### config.mk
export PLATFORM = sky130hd
export DESIGN_NAME = adder_16bit_s
export DESIGN_NICKNAME = d
export VERILOG_FILES = /design/src/rtl/adder_16bit_s.sv
export SDC_FILE = /design/constraint.sdc
export NUM_CORES = 1
export LEC_CHECK = 0
export BUFFER_PORTS_ARGS = -buffer_cell sky130_fd_sc_hd__buf_4
export CORE_MARGIN = 3
export CORE_UTILIZATION = 50
export CTS_CLUSTER_DIAMETER = 80
export DETAILED_ROUTE_END_ITERATION = 12
export PLACE_DENSITY_LB_ADDON = 0.12
export SYNTH_ARGS = -nofsm -noshare
export SYNTH_HDL_FRONTEND = slang
export SYNTH_SLANG_ARGS = --single-unit
### constraint.sdc
create_clock -name clk -period 5.75 [get_ports clk]
set_input_delay 0.2875 -clock clk [delete_from_list [all_inputs] [get_ports clk]]
set_output_delay 0.2875 -clock clk [all_outputs]
set_load 0.02 [all_outputs]
### src/rtl/adder_16bit_s.sv
// -----------------------------------------------------------------------------
// adder_16bit_s
//
// Registered 16-bit adder/subtractor with carry-out and two's-complement
// overflow flags. One operation is accepted on every rising clock edge and its
// result is visible on the outputs right after that same edge.
//
// Ports:
//   clk       in   1   clock, all state changes on the rising edge
//   rst       in   1   synchronous active-high reset (clears all outputs)
//   A         in  16   first operand (unsigned or two's-complement)
//   B         in  16   second operand (unsigned or two's-complement)
//   Add_ctrl  in   1   0 = A + B, 1 = A - B
//   SUM       out 16   registered result bits [15:0]
//   C_out     out  1   registered carry out of bit 15
//                      (in subtract mode: 1 = no borrow, 0 = borrow)
//   O         out  1   registered signed overflow flag
// -----------------------------------------------------------------------------
module adder_16bit_s (
    input  logic        clk,
    input  logic        rst,
    input  logic [15:0] A,
    input  logic [15:0] B,
    input  logic        Add_ctrl,
    output logic [15:0] SUM,
    output logic        C_out,
    output logic        O
);

    // Conditionally inverted second operand and carry-in. Subtraction is
    // A + ~B + 1, so one adder serves both modes.
    logic [15:0] bx;
    logic        c0;

    // Lower 15 bits are summed with one extra bit so that the carry into
    // bit 15 (c15) is available explicitly; the overflow flag needs it.
    logic [15:0] low_sum;
    logic        c15;
    logic        c16;

    logic [15:0] sum_d,   sum_q;
    logic        c_out_d, c_out_q;
    logic        o_d,     o_q;

    // -------------------------------------------------------------------------
    // Combinational datapath
    // -------------------------------------------------------------------------
    always_comb begin
        // NOTE: every signal written here is assigned unconditionally on every
        // pass, so no storage (latch) can be inferred for any of them.
        bx      = B ^ {16{Add_ctrl}};
        c0      = Add_ctrl;

        low_sum = {1'b0, A[14:0]} + {1'b0, bx[14:0]} + {15'd0, c0};
        c15     = low_sum[15];

        // Top bit handled as an explicit full adder to expose c16.
        c16     = (A[15] & bx[15]) | (c15 & (A[15] ^ bx[15]));

        sum_d   = {A[15] ^ bx[15] ^ c15, low_sum[14:0]};
        c_out_d = c16;
        // Signed overflow: carry into and out of the sign bit disagree.
        o_d     = c16 ^ c15;
    end

    // -------------------------------------------------------------------------
    // Output registers
    // -------------------------------------------------------------------------
    always_ff @(posedge clk) begin
        // NOTE: reset is sampled on the clock edge and wins over the operation
        // presented on that same edge; state uses non-blocking assignments so
        // every flop updates from values sampled before the edge.
        if (rst) begin
            sum_q   <= 16'h0000;
            c_out_q <= 1'b0;
            o_q     <= 1'b0;
        end else begin
            sum_q   <= sum_d;
            c_out_q <= c_out_d;
            o_q     <= o_d;
        end
    end

    // Outputs come straight from the flops: no input-to-output comb path.
    assign SUM   = sum_q;
    assign C_out = c_out_q;
    assign O     = o_q;

endmodule

==> flow_metrics.env <==
export IMPL_status="completed"
export IMPL_async_flop_share_pct=0
export IMPL_portBuffers=52
export IMPL_yosysSeqAreaShare_pct=24.4
export IMPL_p_per_area_mw_per_mm2=247
export IMPL_cts_root_buf="clkbuf_4"
export IMPL_h_tree_depth=1
export IMPL_dr_pass1_iters=4
export IMPL_cts_buffers=3
export IMPL_peakVddDrop_v=0.000231
export IMPL_route_detailed_drc=0
export IMPL_final_area_sq_mm=0.00190
export IMPL_p_int_w=0.000287
export IMPL_routedWlPerCell_microns=14.2
export IMPL_fin_crit_sh_pct=50.4
export IMPL_core_area_sq_mm=0.00278
export IMPL_fin_tns_setup_ns=0
export IMPL_pwr_share_seq_pct=32.7
export IMPL_clk_pin_slew_worst_paths_ns=0.10
export IMPL_drv_slew=0
export IMPL_ys_warn_count=0
export IMPL_synth_ff_type="dfxtp_1"
export IMPL_setup_violations=0
export IMPL_synthCells=168
export IMPL_synth_nets=220
export IMPL_grt_pass1_vias=1349
export IMPL_path_cells="buf_4 > xor2_1 > ha_1 > and4_1 > a211oi_2 > o21ai_2 > a21oi_2 > o21ai_0 > fa_1 > nor2b_1 > nand2_1 > a31oi_1 > mux2i_1 > o311ai_1"
export IMPL_yosysTopAreaCell="dfxtp_1"
export IMPL_rows=19
export IMPL_grt_pass1_wl_microns=5800
export IMPL_areaGrowthSynthToFinish_pct=29.0
export IMPL_syn_cell_area_sq_mm=0.00147
export IMPL_synth_edf_count=0
export IMPL_via_per_inst=5.59
export IMPL_period_minus_slack_ns=2.90
export IMPL_hp_start="B[0]"
export IMPL_start_util_pct=53.0
export IMPL_grt_max_degree=27
export IMPL_cts_tree="yes"
export IMPL_netSwitchingFraction_pct=39.1
export IMPL_required_ns=5.93
export IMPL_synth_top_area_share_pct=24.4
export IMPL_antenna_cells=0
export IMPL_ios=53
export IMPL_max_stage_delay_ns=0.46
export IMPL_drtIter0Drc=49
export IMPL_path_max_fanout=16
export IMPL_cts_resized=0
export IMPL_arrival_ns=3.08
export IMPL_p_sw_w=0.000184
export IMPL_power_frac_comb_pct=53.4
export IMPL_cp_startpoint="Add_ctrl"
export IMPL_drive_gt1_share_pct=29.2
export IMPL_dieWidth_microns=60.3
export IMPL_ant_nets=0
export IMPL_critical_path_top_delay_family="compound AO/OA/AOI/OAI gates"
export IMPL_critPathBufInv=1
export IMPL_fmax_mhz=345
export IMPL_vias=1397
export IMPL_tightest_slew_ns=0.472
export IMPL_ys_seq_elements=18
export IMPL_grt_use_total_pct=21.1
export IMPL_hold_depth=3
export IMPL_dp_hpwl_microns=2900
export IMPL_drv_cap=0
export IMPL_min_path_type="in2reg"
export IMPL_hold_end="SUM[0]"
export IMPL_synth_area_leaders="dfxtp_1, ha_1, xor2_1"
export IMPL_rsz0062_at_grt="false"
export IMPL_p_clk_share_pct=13.8
export IMPL_hold_violations=0
export IMPL_overflow=0
export IMPL_antenna_found_initial=0
export IMPL_hold_buffers=0
export IMPL_worst_setup_path_start_kind="input port"
export IMPL_gp_congestion=0.954
export IMPL_nets=273
export IMPL_cts_buffer_depth=2
export IMPL_syn_area_per_cell_sq_um=8.77
export IMPL_criticalPathCategory="in2reg"
export IMPL_yosys_cell_types_count=48
export IMPL_critPathSlowestCell="fa_1"
export IMPL_cp_end_kind="flop"
export IMPL_wl_microns=3560
export IMPL_post_cts_buffers=0
export IMPL_die_h_microns=60.3
export IMPL_placed_area_sq_mm=0.00188
export IMPL_leakagePower_nw=0.903
export IMPL_fill_cells=258
export IMPL_maxSlewHeadroom_pct=68.4
export IMPL_clock_sinks=18
export IMPL_dieArea_sq_mm=0.00364
[cell usage in the layout (no fill, tap or decap), drive strengths merged, types with 4 or more instances in the layout]
cell / netlist / final
nor2b: 6 / 6
nand3: 6 / 6
a21oi: 14 / 14
ha: 15 / 15
dfxtp: 18 / 18
xnor2: 7 / 7
nand2: 7 / 7
nor2: 15 / 15
xor2: 17 / 17
nor3: 6 / 6
o21ai: 5 / 5
buf: 3 / 52
inv: 6 / 6
a21o: 4 / 4
[per-layer routing]
metal	routed length (microns)	vias to the layer above	track usage (%)
li1	-	713	-
met1	1530	644	26.1
met2	1800	35	37.5
met3	172	5	3.24
met4	48	0	5.70
met5	0	-	0
[logic make-up (layout without fill, tap and decap cells)]
group,Yosys count,after routing,share of synthesized area [%]
AND/OR/NAND/NOR,52,52,18.4
multiplexers,4,4,3.23
XOR/XNOR,24,24,14.3
AO/OA/AOI/OAI,43,43,21.1
flip-flops,18,18,24.4
buffers and inverters,10,61,3.14
adder cells (fa/ha/maj),17,17,15.5
[worst max-delay path by stage]
stage,cells after the start,to
after floorplan,15,O
after global placement,14,O
after detailed placement,14,O
after CTS,14,O
after global routing,14,O
final,14,O
[power by group through the flow]
| stage | Clock (W) | Combinational [W] | Sequential (W) |
|---|---|---|---|
| CTS | 0.0000662 | 0.000252 | 0.000154 |
| global placement | 0 | 0.000245 | 0.000156 |
| detailed placement | 0 | 0.000250 | 0.000157 |
| global route | 0.0000719 | 0.000278 | 0.000156 |
| finish | 0.0000651 | 0.000251 | 0.000154 |
| floorplan | 0 | 0.000137 | 0.000186 |
[cell usage after synthesis, drive strengths merged (3+ instances only)]
library cell,n
o211ai,3
mux2,3
xnor2,7
nand3,6
dfxtp,18
a21o,4
nor3,6
and4,3
inv,6
a21oi,14
xor2,17
nor2,15
nand2,7
nor2b,6
ha,15
o21ai,5
buf,3
[sequential cells by signal, summed over array words and instances, names as in the netlist]
register  cells
O             1
C_out         1
SUM          16
[tightest hold or removal path, stage by stage]
cell	delay [ns]
buf_4	0.09
xnor2_1	0.05
nor2_1	0.07
[layout make-up]
type | instances | area (sq um) | area share (%)
well taps | 31 | 38.8 | 2.04
multi-input cells | 140 | 1070 | 56.1
flip-flops and latches | 18 | 360 | 18.9
repair buffers | 52 | 390 | 20.5
clock buffers | 3 | 22.5 | 1.18
inverters | 6 | 22.5 | 1.18
[metrics by stage]
stage | util (%) | cells | worst slack, ns | power [W] | hold WS, ns
5_1_grt | 68.4 | 250 | 2.59 | 0.000506 | 0.259
4_1_cts | 68.4 | 250 | 2.87 | 0.000472 | 0.239
3_3_place_gp | 67.6 | 247 | 2.68 | 0.000401 | 0.547
3_5_place_dp | 67.6 | 247 | 2.55 | 0.000408 | 0.555
2_1_floorplan | - | 168 | 2.72 | 0.000323 | 0.382
6_report | 68.4 | 250 | 2.85 | 0.000470 | 0.235
No activity file was read; power rests on OpenSTA's default activity.
